$ cat src/rtl/fetch_run_control.sv
// Debug run-control FSM for the fetch stage: halt/run/step/CPU-reset sequencing driven by UART debug commands.
// Optional hardware breakpoint compiled in with `define BREAKPOINT_EN.
module fetch_run_control #(
    parameter int PC_WIDTH   = 6,
    parameter int RST_CYCLES = 4
) (
    input  logic                clock,
    input  logic                reset,
    input  logic                cmd_valid,
    output logic                cmd_ready,
    input  logic [2:0]          cmd_op,
    input  logic [PC_WIDTH-1:0] cmd_arg,
    input  logic                nop_stop,
    input  logic [PC_WIDTH-1:0] pc,
    output logic                fetch_enable,
    output logic                fetch_flush,
    output logic                pc_load,
    output logic [PC_WIDTH-1:0] pc_load_value,
    output logic                core_reset,
    output logic                halted,
    output logic [1:0]          halt_cause
);

    localparam logic [2:0] OP_NOP       = 3'd0;
    localparam logic [2:0] OP_HALT      = 3'd1;
    localparam logic [2:0] OP_RUN       = 3'd2;
    localparam logic [2:0] OP_STEP      = 3'd3;
    localparam logic [2:0] OP_RESET_CPU = 3'd4;
    localparam logic [2:0] OP_SETPC     = 3'd5;
    localparam logic [2:0] OP_SETBP     = 3'd6;
    localparam logic [2:0] OP_CLRBP     = 3'd7;

    localparam logic [1:0] CAUSE_CMD  = 2'd0;
    localparam logic [1:0] CAUSE_NOP  = 2'd1;
    localparam logic [1:0] CAUSE_STEP = 2'd2;
    localparam logic [1:0] CAUSE_BP   = 2'd3;

    localparam int             RC_W    = (RST_CYCLES > 1) ? $clog2(RST_CYCLES) : 1;
    localparam logic [RC_W-1:0] RC_LAST = RC_W'(RST_CYCLES - 1);

    typedef enum logic [2:0] {
        S_HALTED   = 3'd0,
        S_FLUSH    = 3'd1,
        S_RUNNING  = 3'd2,
        S_STEPPING = 3'd3,
        S_CPURESET = 3'd4
    } state_t;

    state_t                state_q, state_d;
    logic                  flush_cnt_q, flush_cnt_d;
    logic [RC_W-1:0]       rst_cnt_q, rst_cnt_d;
    logic [PC_WIDTH-1:0]   step_cnt_q, step_cnt_d;
    logic                  step_mode_q, step_mode_d;
    logic                  cmd_ready_q, cmd_ready_d;
    logic                  fetch_enable_d, fetch_flush_d, pc_load_d, core_reset_d, halted_d;
    logic [PC_WIDTH-1:0]   pc_load_value_d;
    logic [1:0]            cause_d;
    logic                  accept;
    logic                  bp_hit;

    // Ready is registered from the next state but forced low while reset is held.
    assign cmd_ready = cmd_ready_q && !reset;
    assign accept    = cmd_valid && cmd_ready;

`ifdef BREAKPOINT_EN
    logic [PC_WIDTH-1:0] bp_addr_q, bp_addr_d;
    logic                bp_valid_q, bp_valid_d;
    logic                skip_bp_q;

    // The first enabled cycle after a flush may sit on the breakpoint we just halted at.
    assign bp_hit = bp_valid_q && fetch_enable && !skip_bp_q && (pc == bp_addr_q);

    always_comb begin
        bp_addr_d  = bp_addr_q;
        bp_valid_d = bp_valid_q;
        if (accept && cmd_op == OP_SETBP) begin
            bp_addr_d  = cmd_arg;
            bp_valid_d = 1'b1;
        end else if (accept && cmd_op == OP_CLRBP) begin
            bp_valid_d = 1'b0;
        end
    end

    always_ff @(posedge clock) begin
        if (reset) begin
            bp_addr_q  <= '0;
            bp_valid_q <= 1'b0;
            skip_bp_q  <= 1'b0;
        end else begin
            bp_addr_q  <= bp_addr_d;
            bp_valid_q <= bp_valid_d;
            skip_bp_q  <= (state_q == S_FLUSH);
        end
    end
`else
    logic [PC_WIDTH-1:0] unused_pc;
    assign unused_pc = pc;
    assign bp_hit    = 1'b0;
`endif

    always_comb begin
        state_d         = state_q;
        flush_cnt_d     = 1'b0;
        rst_cnt_d       = '0;
        step_cnt_d      = step_cnt_q;
        step_mode_d     = step_mode_q;
        cause_d         = halt_cause;
        pc_load_d       = 1'b0;
        pc_load_value_d = '0;

        if (fetch_enable && step_cnt_q != '0)
            step_cnt_d = step_cnt_q - PC_WIDTH'(1);

        case (state_q)
            S_HALTED: begin
                if (accept) begin
                    case (cmd_op)
                        OP_RUN: begin
                            state_d     = S_FLUSH;
                            step_mode_d = 1'b0;
                        end
                        OP_STEP: begin
                            state_d     = S_FLUSH;
                            step_mode_d = 1'b1;
                            step_cnt_d  = (cmd_arg == '0) ? PC_WIDTH'(1) : cmd_arg;
                        end
                        OP_RESET_CPU: state_d = S_CPURESET;
                        OP_SETPC: begin
                            pc_load_d       = 1'b1;
                            pc_load_value_d = cmd_arg;
                        end
                        default: ;
                    endcase
                end
            end
            S_FLUSH: begin
                if (flush_cnt_q)
                    state_d = step_mode_q ? S_STEPPING : S_RUNNING;
                else
                    flush_cnt_d = 1'b1;
            end
            S_RUNNING, S_STEPPING: begin
                if (accept && cmd_op == OP_RESET_CPU) begin
                    state_d = S_CPURESET;
                end else if (accept && cmd_op == OP_HALT) begin
                    state_d = S_HALTED;
                    cause_d = CAUSE_CMD;
                end else if (nop_stop) begin
                    state_d = S_HALTED;
                    cause_d = CAUSE_NOP;
                end else if (bp_hit) begin
                    state_d = S_HALTED;
                    cause_d = CAUSE_BP;
                end else if (state_q == S_STEPPING && step_cnt_q <= PC_WIDTH'(1)) begin
                    state_d = S_HALTED;
                    cause_d = CAUSE_STEP;
                end
            end
            S_CPURESET: begin
                if (rst_cnt_q == RC_LAST) begin
                    state_d    = S_HALTED;
                    cause_d    = CAUSE_CMD;
                    step_cnt_d = '0;
                end else begin
                    rst_cnt_d = rst_cnt_q + RC_W'(1);
                end
            end
            default: state_d = S_HALTED;
        endcase

        // Outputs are registered, so decode them from the state being entered.
        fetch_enable_d = (state_d == S_RUNNING) || (state_d == S_STEPPING);
        fetch_flush_d  = (state_d == S_FLUSH);
        core_reset_d   = (state_d == S_CPURESET);
        halted_d       = (state_d == S_HALTED);
        cmd_ready_d    = (state_d == S_HALTED) || (state_d == S_RUNNING) || (state_d == S_STEPPING);
        if (state_d == S_CPURESET && rst_cnt_d == RC_LAST) begin
            pc_load_d       = 1'b1;
            pc_load_value_d = '0;
        end
    end

    always_ff @(posedge clock) begin
        if (reset) begin
            state_q       <= S_HALTED;
            flush_cnt_q   <= 1'b0;
            rst_cnt_q     <= '0;
            step_cnt_q    <= '0;
            step_mode_q   <= 1'b0;
            cmd_ready_q   <= 1'b1;
            fetch_enable  <= 1'b0;
            fetch_flush   <= 1'b0;
            pc_load       <= 1'b0;
            pc_load_value <= '0;
            core_reset    <= 1'b0;
            halted        <= 1'b1;
            halt_cause    <= CAUSE_CMD;
        end else begin
            state_q       <= state_d;
            flush_cnt_q   <= flush_cnt_d;
            rst_cnt_q     <= rst_cnt_d;
            step_cnt_q    <= step_cnt_d;
            step_mode_q   <= step_mode_d;
            cmd_ready_q   <= cmd_ready_d;
            fetch_enable  <= fetch_enable_d;
            fetch_flush   <= fetch_flush_d;
            pc_load       <= pc_load_d;
            pc_load_value <= pc_load_value_d;
            core_reset    <= core_reset_d;
            halted        <= halted_d;
            halt_cause    <= cause_d;
        end
    end

endmodule

$ cat config.mk
export PLATFORM = sky130hd
export DESIGN_NAME = fetch_run_control
export DESIGN_NICKNAME = d
export VERILOG_FILES = /design/src/rtl/fetch_run_control.sv
export SDC_FILE = /design/constraint.sdc
export NUM_CORES = 1
export LEC_CHECK = 0
export BUFFER_PORTS_ARGS = -buffer_cell sky130_fd_sc_hd__clkbuf_2
export CORE_MARGIN = 3
export CORE_UTILIZATION = 54
export DETAILED_ROUTE_END_ITERATION = 12
export GPL_TIMING_DRIVEN = 0
export PLACE_DENSITY = 0.81
export SETUP_SLACK_MARGIN = 0.02
export SKIP_CTS_REPAIR_TIMING = 1
export SLEW_MARGIN = 20
export SYNTH_ARGS = -nofsm -noshare
export SYNTH_HDL_FRONTEND = slang
export SYNTH_SLANG_ARGS = --single-unit
$ cat constraint.sdc
create_clock -name clock -period 3.45 [get_ports clock]
set_clock_uncertainty 0.05 [all_clocks]
set_input_delay 0.1725 -clock clock [delete_from_list [all_inputs] [get_ports clock]]
set_output_delay 0.1725 -clock clock [all_outputs]
set_load 0.1 [all_outputs]
; Word-level counts from Yosys, hierarchy flattened
; Index checks and enable logic that the tools add are counted.
[totals]
input_bits = 19
output_inout_bits = 14
wordCells = 91
register_bits = 27
[classes]
order_cmp = 1
addsub = 2
bitwise = 4
n_reduce_logical = 23
muxes = 30
eq_ne = 18
[op_table]
columns = op, n
row1 = $mux 6, 5
row2 = $mux 3, 7
row3 = $eq 3x2->1 const B, 6
row4 = $mux 2, 7
row5 = $eq 3x3->1 const B, 4
row6 = $pmux 3 s4, 1
row7 = $pmux 6 s2, 1
row8 = $eq 3x1->1 const B, 3
row9 = $logic_and 1x1->1, 7
row10 = $le 6x1->1 const B, 1
row11 = $logic_not 3->1, 2
row12 = $logic_not 6->1, 1
row13 = $mux 1, 6
row14 = $pmux 3 s2, 1
row15 = $reduce_bool 6->1, 1
row16 = $reduce_or 2->1, 3
row17 = $sub 6x1->6 const B, 1
row18 = $reduce_or 5->1, 1
row19 = $eq 2x2->1 const B, 2
row20 = $ne 2x2->1 const B, 2
row21 = $ne 4x4->1 const B, 1
row22 = $not 1->1, 4
row23 = $pmux 2 s2, 1
row24 = $reduce_and 4->1, 1
row25 = 6 further kinds, 9

; Longest topological paths before layout
; Gate-level depths: netlist of run 1.
[logic_depth]
word_depth = 10
ltp_mapped = 6
mapped_depth_nobuf = 6

; Worst setup path after synthesis of run 1
; Ideal clock, no wire load.
[synth_path]
path_type = flip-flop to flip-flop
startpoint = register cmd_ready_q
endpoint = register halted
slack_ns = 0.908
arrival_ns = 2.376
required_ns = 3.284
synth_period_minus_slack_ns = 2.542
path_stages_with_launch = 5
n_path_buf = 0
setup_ns = 0.116
path_cell_list = dfxtp_1 > nor2b_1 > a22o_1 > a32oi_1 > a41o_1
[synth_between]
elab_chain_cells = 7
elab_cells_between_ends = 9
cone_classes = mux (4) / reduce/logical (5)
[synth_lines]
columns = element, line_no
row1 = "start, declared", 54  ; logic cmd_ready_q, cmd_ready_d;
row2 = "start signal, assigned", 204  ; cmd_ready_q <= cmd_ready_d;
row3 = $logic_and 1x1->1 (*), 62  ; assign cmd_ready = cmd_ready_q && !reset;
row4 = named net cmd_ready, 10  ; output logic cmd_ready,
row5 = $logic_and 1x1->1 (*), 63  ; assign accept = cmd_valid && cmd_ready;
row6 = $logic_and 1x1->1, 145  ; end else if (accept && cmd_op == OP_HALT) begin
row7 = $mux 3, 145
row8 = $mux 3, 143  ; if (accept && cmd_op == OP_RESET_CPU) begin
row9 = $pmux 3 s4 (*), 114  ; case (state_q)
row10 = $logic_not 3->1 (*), 175  ; halted_d = (state_d == S_HALTED);
row11 = "end signal, assigned", 210  ; halted <= halted_d;
row12 = "end, declared", 20  ; output logic halted,
; The timed path passes the listed nets; every way through them passes the cells marked *.
; A chain may end at the register's enable or synchronous reset.

; Worst setup path after layout of run 1
[layout_path]
startpoint = register state_q[1]
endpoint = register step_cnt_q[0]
[layout_between]
elab_chain_cells = 2
elab_cells_between_ends = 3
cone_classes = eq/ne (1) / mux (1) / reduce/logical (1)
[layout_lines]
columns = element, line_no
row1 = "start, declared", 49  ; state_t state_q, state_d;
row2 = "start signal, assigned", 199  ; state_q <= state_d;
row3 = $eq 3x3->1 or $logic_not 3->1 (tied branches), 114
row4 = $pmux 6 s2 (*), 114
row5 = "end signal, assigned", 202  ; step_cnt_q <= step_cnt_d;
row6 = "end, declared", 52  ; logic [PC_WIDTH-1:0] step_cnt_q, step_cnt_d;
; Every way passes the cells marked *; elsewhere a longest branch is shown, timed or not.

==> results.md, run 1 <==
- Status: complete, no violations
- Die X: 54.9 um
- H-tree levels: 1
- CTS clk-pin slew, worst paths: 150 ps
- Worst hold slack: 17.0 ps
- Synth cell types: 50
- Cell Area, Synth: 1290 um2
- Detailed-route via count: 1150
- Layout cells sized above 1: 0.251
- Max Freq: roughly 580 MHz
- Wire per inst: approximately 15 um
- Total Power: approximately 530 uW
- Clock Sink Count: 27
- Drc violations: 0
- Dpl ws: 1800 ps
- Final net count: 190
- Crit path DAT: approximately 1900 ps
- Setup_tns: 0 ps
- Critical path cell sequence: nor4b_1 > nor3b_2 > o21ai_0 > o21ai_0
- I/O pin count: 33
- Post-Syn Nets: 159
- Most frequent CP cell: o21ai_0
- Util after Layout: 0.664
- Gate Count Post-Synth: 137
- Main flop type after synthesis: dfxtp_1
- Cts bufs inserted: 3
- RSZ-0062 raised after global routing: false
- Final setup fails: 0
- Tot GR Track Use: 0.218
- Post-synth EDFFs: 0
- Synth top cells by count: dfxtp_1 (27), nand2_1 (9), nor2_1 (9), a21oi_1 (7), and2_1 (7)
- Area added between synthesis and finish: 15.1%
- Cell row count: 17
- Final Hold Fails: 0
- Filler cells: 189
- Die H: 54.9 um
- Synth area leader: dfxtp_1
- Slew HR: 0.639
- Gr ovfl total: 0
- TritonCTS clock tree: done
- Asr flop ratio synth: 0
- Tightest Pin Transition: 543 ps
- Seq/Total Area, Yosys: 0.419
- Root Buffer: clkbuf_4
- Starting density of the core: 0.577
- Clk_lat worst skew: 330 ps
- Setup ws final: 1730 ps
- Vias per inst: a little under 6
- Worst hold path type: input pin to flip-flop
- Max IR drop VDD: roughly 0.27 mV
- DRT Wirelength: 2840 um
- Hpwl dp: 2220 um
- Largest net degree at the start of global routing: 17
- #FFs+latches synth: 27
- Mean Syn Cell Area: 9.41 um2
- Crit path kind: flip-flop to flip-flop
- Clock Path Buffers: 2
- Pwr/cell area: 356 nW/um2
- Synth area leaders: dfxtp_1 (42%), and2_1 (3.4%), ha_1 (2.9%)
- Crit path launch type: flip-flop
- Die Area: 3010 um2
- Diodes inserted: 0
- Vias in the first global route: 1087
- Final GP Congestion: ~0.88
- Count leader, synth: dfxtp_1
- Top cell type's share of synthesized area: 0.419
- DR iter-0 viols: 21
- CP endpoint kind: flip-flop
- Pleak: 0.000619 uW
- Initial antenna violation count: 0
- Post-route ant nets: 0
- Worst path max stage delay: 490 ps
- Max FO, Critical Path: 8
- Warnings, synthesis: 0
- First-pass GRT wire length: ~4700 um
- Number of max-cap violations: 0
- Crit path time final: ~1700 ps
- Max-slew violation count: 0
- Data required, critical path: 3660 ps
- Final period utilization: 0.497
- Core area: 2230 um2
- Buffers on Ports: 26
- Drt pass-1 iters: 4
- Crit path max-delay cell type: nor4b_1
==> cells by family (layout without fill, tap and decap cells) <==
group,Yosys count,after routing,synth area share
compound gates,33,33,0.184
mux,4,4,0.0320
xor+xnor,2,2,0.0136
buf+inv,9,39,0.0282
simple gates,59,59,0.294
fa+ha+maj,3,3,0.0291
flops,27,27,0.419
==> where the power goes <==
part,switching (uW),internal [uW],total (uW)
registers,3.78,317,321
clock network,92.4,44.3,137
logic,49.5,21.9,71.4
total,146,383,529
==> flip-flops by register name, indices dropped and copies added (netlist names) <==
signal         cells
fetch_enable       1
core_reset         1
pc_load_value      6
state_q            3
pc_load            1
step_mode_q        1
halt_cause         2
flush_cnt_q        1
cmd_ready_q        1
fetch_flush        1
rst_cnt_q          2
halted             1
step_cnt_q         6
==> final timing paths <==
check / startpoint / end / slack [ps] / depth (start not counted)
hold / removal: cmd_arg[0] / pc_load_value[0] / 20 / 2
setup reg to reg: state_q[1] / step_cnt_q[0] / 1730 / 4
hold reg to reg: halt_cause[1] / halt_cause[1] / 420 / 2
setup / recovery: state_q[1] / step_cnt_q[0] / 1730 / 4
==> stage by stage <==
stage               cell area [um2]  std cells
floorplan                      1290        137
global placement               1450        191
detailed placement             1450        191
CTS                            1480        195
global route                   1480        195
finish                         1480        195
==> cell type report <==
| cell class | count | area, um2 | share of cell area |
|---|---|---|---|
| inverters | 6 | 22.5 | 0.0152 |
| plain buffers | 3 | 13.8 | 0.00927 |
| flip-flops and latches | 27 | 541 | 0.364 |
| well taps | 28 | 35.0 | 0.0236 |
| repair buffers | 26 | 130 | 0.0877 |
| clock inverters | 1 | 7.51 | 0.00506 |
| clock buffers | 3 | 22.5 | 0.0152 |
| multi-input cells | 101 | 712 | 0.480 |
==> cells in the final DEF, fill, tap and decap left out, drive strengths merged, types with 2 or more instances in the layout <==
cell,n
nor4,2
nor3,4
nor4b,3
ha,3
nor4bb,2
nand2,9
or4,3
buf,2
nor2,9
mux2i,3
a32oi,2
o21a,3
and2,7
and3,5
a21oi,8
a31oi,2
nor2b,2
clkbuf,30
or3b,2
dfxtp,27
inv,6
nand2b,2
o21ai,9
==> critical path: cells and delay by family (launching register included) <==
| kind | cells | cell delay (ps) |
|---|---|---|
| AO/OA/AOI/OAI | 2 | 260 |
| flip-flops | 1 | 400 |
| AND/OR/NAND/NOR | 2 | 940 |
==> layer usage <==
metal | GRT usage | share of wire
met1 | 0.263 | 0.43
met4 | 0.104 | 0.012
met3 | 0.0409 | 0.076
met2 | 0.366 | 0.48
met5 | 0 | 0
Power figures use the tool's default switching activity.
==> run 2, diff against run 1 <==
--- a/config.mk
+++ b/config.mk
@@ -5,12 +5,13 @@
 export SDC_FILE = /design/constraint.sdc
 export NUM_CORES = 1
 export LEC_CHECK = 0
+export ABC_AREA = 1
 export BUFFER_PORTS_ARGS = -buffer_cell sky130_fd_sc_hd__clkbuf_2
 export CORE_MARGIN = 3
-export CORE_UTILIZATION = 54
+export CORE_UTILIZATION = 47
 export DETAILED_ROUTE_END_ITERATION = 12
 export GPL_TIMING_DRIVEN = 0
-export PLACE_DENSITY = 0.81
+export PLACE_DENSITY = 0.74
 export SETUP_SLACK_MARGIN = 0.02
 export SKIP_CTS_REPAIR_TIMING = 1
 export SLEW_MARGIN = 20
==> constraint.sdc (replaced) <==
create_clock -name clock -period 1.4 [get_ports clock]
set_clock_uncertainty 0.05 [all_clocks]
set_input_delay 0.07 -clock clock [delete_from_list [all_inputs] [get_ports clock]]
set_output_delay 0.07 -clock clock [all_outputs]
set_load 0.1 [all_outputs]
==> run 2 against run 1 <==
- the run now ends with negative hold slack, negative setup slack left
- flip-flop and latch count stayed put
- die area rose by 21%
- final cell count increased by 36%
- global-route usage fell by 5.0 points
- design area grew 21%
- setup slack worse by 1700 ps
- power increased to 3.1 times the previous value
- register-to-register slack worse by 1700 ps
- sequential power grew to 2.6 times the previous value
==> results.md, run 2 <==
- Warnings, synthesis: 0
- Largest net degree at the start of global routing: 15
- Worst hold path type: input pin to flip-flop
- Clk_lat worst skew: about 320 ps
- Tot GR Track Use: 0.167
- Worst setup path startpoint: step_cnt_q[0]
- Tightest Pin Transition: 543 ps
- Drt pass-1 iters: 5
- Asr flop ratio synth: 0
- Most common cell after layout, fill and taps aside: nand2_1
- Status: complete, but fails checks
- #FFs+latches synth: 27
- Failing checks: negative hold slack, negative setup slack
- Crit path DAT: 1580 ps
- CTS clk-pin slew, worst paths: approximately 140 ps
- Post-route ant nets: 0
- Mean Syn Cell Area: 7.13 um2
- Die Area: about 3600 um2
- Die H: 60.4 um
- Count leader, synth: nand2_1
- First-pass GRT wire length: 4610 um
- Slew HR: 0.639
- Worst hold slack: -85.1 ps
- Layout cells sized above 1: 0.370
- Hold path depth: 2
- Data required, critical path: 1580 ps
- Cell row count: 19
- RSZ-0062 raised after global routing: true
- DR iter-0 viols: 39
- Area added between synthesis and finish: 29.6%
- Clock Path Buffers: 2
- Pleak: 0.000876 uW
- Gate Count Post-Synth: 195
- Biggest regs: pc_load_value x6, step_cnt_q x6, state_q x3
- Synth cell types: 29
- Final setup fails: 1
- Most frequent cells in the layout: nand2_1 (43), nor2_1 (25), clkbuf_2 (24)
- Core area: 2780 um2
- CP endpoint kind: flip-flop
- Max Freq: 713 MHz
- Final period utilization: 1.00
- Crit path time final: roughly 1400 ps
- Critical path cell sequence: inv_4 > ha_4 > inv_2 > nand2_4 > nand3_2 > nand3_2 > nor2_4 > nor2_4 > a21oi_2 > nand2_1
- Die X: between 60 and 70 um
- Util after Layout: 0.648
- Reg2Reg Depth: 10
- Max FO, Critical Path: 4
- Pwr/cell area: 900 nW/um2
- Vias per inst: ~5
- Buffers on Ports: 25
- Wire per inst: 11.4 um
- Cts bufs inserted: 3
- Vias in the first global route: 1082
- Register-to-register setup slack: -3 ps
- Crit path launch type: flip-flop
- Synth area leader: dfxtp_1
- Diodes inserted: 0
- Max IR drop VDD: 0.952 mV
- Final GP Congestion: 0.790
- Top cell type's share of synthesized area: 0.389
- Synth area leaders: dfxtp_1 (39%), nand2_1 (12%), nor2_1 (7.6%)
- Synth top cells by count: nand2_1 (45), nor2_1 (28), dfxtp_1 (27), inv_1 (26), nand3_1 (19)
- Crit path kind: flip-flop to flip-flop
- Root Buffer: clkbuf_4
- Gr ovfl total: 0
- Max-slew violation count: 0
- Hpwl dp: 2190 um
- Seq/Total Area, Yosys: 0.389
- Hold EP: step_cnt_q[5]
- R2r startpoint: step_cnt_q[0]
- Reg-to-reg endpoint: cmd_ready_q
- I/O pin count: 33
- Detailed-route via count: roughly 1300
- Worst path max stage delay: slightly above 400 ps
- Crit path max-delay cell type: dfxtp_4
- Initial antenna violation count: 0
- Final net count: between 200 and 300
- TritonCTS clock tree: done
- Cell Area, Synth: around 1400 um2
- Number of max-cap violations: 0
- Filler cells: about 250
- Hold Crit Start: reset
- DRT Wirelength: just over 3000 um
- Clock Sink Count: 27
- H-tree levels: 1
- Setup ws final: -2.73 ps
- Drc violations: 0
- Main flop type after synthesis: dfxtp_1
- Post-synth EDFFs: 0
- Post-Syn Nets: ~220
- Final Hold Fails: 8
- Starting density of the core: 0.500
==> run 2: logic make-up after synthesis <==
group | Yosys count | synth area share
AOI/OAI and AO/OA | 15 | 0.0603
xor gates and xnor gates | 3 | 0.0189
adders and majority gates | 3 | 0.0270
buffers and inverters | 34 | 0.103
DFF | 27 | 0.389
and+or+nand+nor | 113 | 0.402
==> run 2: where the power goes <==
group          total (uW)  switching, uW  internal [uW]
Sequential            827           26.3            801
Clock                 334            222            112
Combinational         460            331            129
Total                1620            579           1040
==> run 2: how the worst max path moves through the flow <==
stage,cells after the start,endpoint
4_1_cts,10,cmd_ready_q
6_report,10,cmd_ready_q
5_1_grt,10,cmd_ready_q
3_5_place_dp,10,cmd_ready_q
2_1_floorplan,10,cmd_ready_q
3_3_place_gp,10,cmd_ready_q
==> run 2: critical path, delay by kind of cell, from the launching register on <==
kind | cells | cell delay (ps)
compound gates | 1 | 150
fa+ha+maj | 1 | 150
buf+inv | 2 | 100
flops | 1 | 410
simple gates | 6 | 460
==> run 2: layout make-up <==
cell class | count | area [um2] | area share
Multi-Input combinational cell | 134 | 801 | 0.444
Sequential cell | 27 | 563 | 0.312
Timing Repair Buffer | 36 | 225 | 0.125
Inverter | 32 | 133 | 0.0736
Tap cell | 31 | 38.8 | 0.0215
Clock buffer | 4 | 26.3 | 0.0146
Buffer | 2 | 15.0 | 0.00833
==> run 2: routing by layer <==
metal,wire length [um],share of wire,GRT usage
met1,1290,0.42,0.217
met2,1590,0.52,0.279
met3,152,0.050,0.0511
met4,10,0.0033,0.0285
met5,0,0,0
==> run 2: stage by stage <==
stage | worst slack [ps] | instances | TNS [ps] | total power, uW | cell area [um2]
floorplan | 25.8 | 195 | 0 | 1180 | 1390
global placement | -112 | 251 | -245 | 1250 | 1560
detailed placement | -146 | 251 | -281 | 1260 | 1560
CTS | -157 | 255 | -444 | 1600 | 1580
global route | -96.6 | 266 | -237 | 1710 | 1800
finish | -2.73 | 266 | -2.73 | 1620 | 1800
==> run 3, diff against run 2 <==
--- a/config.mk
+++ b/config.mk
@@ -11,7 +11,7 @@
 export CORE_UTILIZATION = 47
 export DETAILED_ROUTE_END_ITERATION = 12
 export GPL_TIMING_DRIVEN = 0
-export PLACE_DENSITY = 0.74
+export PLACE_DENSITY = 0.85
 export SETUP_SLACK_MARGIN = 0.02
 export SKIP_CTS_REPAIR_TIMING = 1
 export SLEW_MARGIN = 20
==> run 3 against run 2 <==
- the flow still finishes with violations (negative hold slack, negative setup slack)
- sequential power about the same
- first-iteration DRC count up 10%
- power up 3.3%
- design area up 2.8%
- maximum frequency down 1.6%
- wire length up 18%
- critical path depth down 2
- global-route usage up 0.51 points
- sequential share of layout area down 0.71 points
- via count up 5.5%
- critical path type unchanged
- largest cell class unchanged
==> results.md, run 3 (synthesized netlist as in run 2, its figures left out) <==
- Diodes inserted: 0
- Worst hold path type: input pin to flip-flop
- Clk_lat worst skew: 340 ps
- Gr ovfl total: 0
- Largest net degree at the start of global routing: 17
- Final Hold Fails: 9
- Slew HR: 0.639
- Final period utilization: 1.02
- Worst path max stage delay: approximately 390 ps
- H-tree levels: 1
- Max FO, Critical Path: 4
- First-pass GRT wire length: 4860 um
- Crit path max-delay cell type: dfxtp_4
- Vias in the first global route: 1181
- Register-to-register setup slack: -30 ps
- Util after Layout: 0.666
- Max-slew violation count: 0
- Filler cells: between 200 and 250
- Crit path DAT: approximately 1600 ps
- Biggest regs: pc_load_value x6, step_cnt_q x6, state_q x3
- Failing checks: negative hold slack, negative setup slack
- Final setup fails: 2
- Drc violations: 0
- RSZ-0062 raised after global routing: true
- DR iter-0 viols: 43
- Post-route cell area: approximately 1900 um2
- Die Area: 3650 um2
- Placed Instance Area: between 1500 and 2000 um2
- Hpwl dp: roughly 2300 um
- Core area: 2780 um2
- Delay-heaviest family, CP: simple AND/OR/NAND/NOR gates
- Detailed-route via count: around 1400
- Crit path kind: flip-flop to flip-flop
- Crit path buffers/inverters: 2
- Total Power: 1670 uW
- Die H: 60.4 um
- Max IR drop VDD: approximately 0.75 mV
- CTS clk-pin slew, worst paths: 160 ps
- Layout cells sized above 1: 0.396
- Root Buffer: clkbuf_4
- Most common cell after layout, fill and taps aside: nand2_1
- Post-route ant nets: 0
- Status: complete, but fails checks
- Cts bufs inserted: 3
- Most frequent cells in the layout: nand2_1 (42), nor2_1 (24), clkbuf_2 (24)
- Number of max-cap violations: 0
- Starting density of the core: 0.500
- Pleak: 0.000896 uW
- Tightest Pin Transition: around 540 ps
- Final net count: 263
- Tot GR Track Use: 0.173
- Clock Path Buffers: 2
- Final GP Congestion: about 0.83
- Data required, critical path: 1610 ps
- Die X: 60.4 um
- Wire per inst: 13.3 um
- Max Freq: 702 MHz
- Setup ws final: -25.2 ps
- Worst hold slack: -113 ps
- Vias per inst: 5.10
- Cell row count: 19
- TritonCTS clock tree: done
- DRT Wirelength: between 3000 and 4000 um
- Buffers on Ports: 25
- I/O pin count: 33
- Area added between synthesis and finish: 33.2%
- Pwr/cell area: 904 nW/um2
- Most frequent CP cell: nand3_1
- Initial antenna violation count: 0
- Drt pass-1 iters: 4
- CP endpoint kind: flip-flop
- Clock Sink Count: 27
- Crit path time final: 1430 ps
- Critical path cell sequence: nor2_4 > nand2_2 > buf_4 > nand3_1 > inv_1 > nand3_1 > nand3_1 > a21oi_1
- Crit path launch type: flip-flop
[run 3: cell types whose count changed in the layout (fill, tap and decap cells not counted), sizes merged]
cell      before  now
buf            6   11
clkbuf        30   29
clkinvlp       0    1
[run 3: path summary, 6_finish.rpt]
kind | startpoint | end | cells past startpoint
worst max-delay path | step_cnt_q[3] | step_cnt_q[4] | 8
worst min register to register | rst_cnt_q[0] | rst_cnt_q[0] | 1
worst min-delay path | reset | step_cnt_q[5] | 2
worst max register to register | step_cnt_q[3] | step_cnt_q[4] | 8
[run 3: routing by layer]
| layer | share of wire | global-route usage | wire [um] |
|---|---|---|---|
| met5 | 0 | 0 | 0 |
| met3 | 0.043 | 0.0340 | 156 |
| met4 | 0.036 | 0.0475 | 131 |
| met1 | 0.39 | 0.211 | 1410 |
| met2 | 0.53 | 0.307 | 1900 |
[run 3: final cells by class]
class                      instances  area, um2  share of cell area
inverter                          32        133              0.0716
timing repair buffer              41        263               0.142
sequential                        27        566               0.305
tap                               31       38.8              0.0209
clock buffer                       3       22.5              0.0122
clock inverter                     1       7.51             0.00405
multi-input combinational        134        807               0.436
buffer                             2       15.0             0.00811
[run 3: power by group]
| group | internal [uW] | switching (uW) |
|---|---|---|
| combinational | 145 | 345 |
| sequential | 801 | 28.8 |
| clock | 110 | 245 |
[run 3: worst register-to-register path, stage by stage, from the launching register on]
cell and delay [ps]:
dfxtp_4 390, nor2_4 170, nand2_2 80, buf_4 140, nand3_1 100, inv_1 90, nand3_1 110, nand3_1 90
a21oi_1 130
[run 3: stage by stage]
step                std cells  TNS, ps  setup slack (ps)  hold WS, ps
floorplan                 195        0              25.8          132
global placement          251     -194              -102          238
detailed placement        251     -220              -105          237
CTS                       255     -485              -136         -112
global route              271     -362             -88.4         -117
finish                    271    -41.2             -25.2         -113
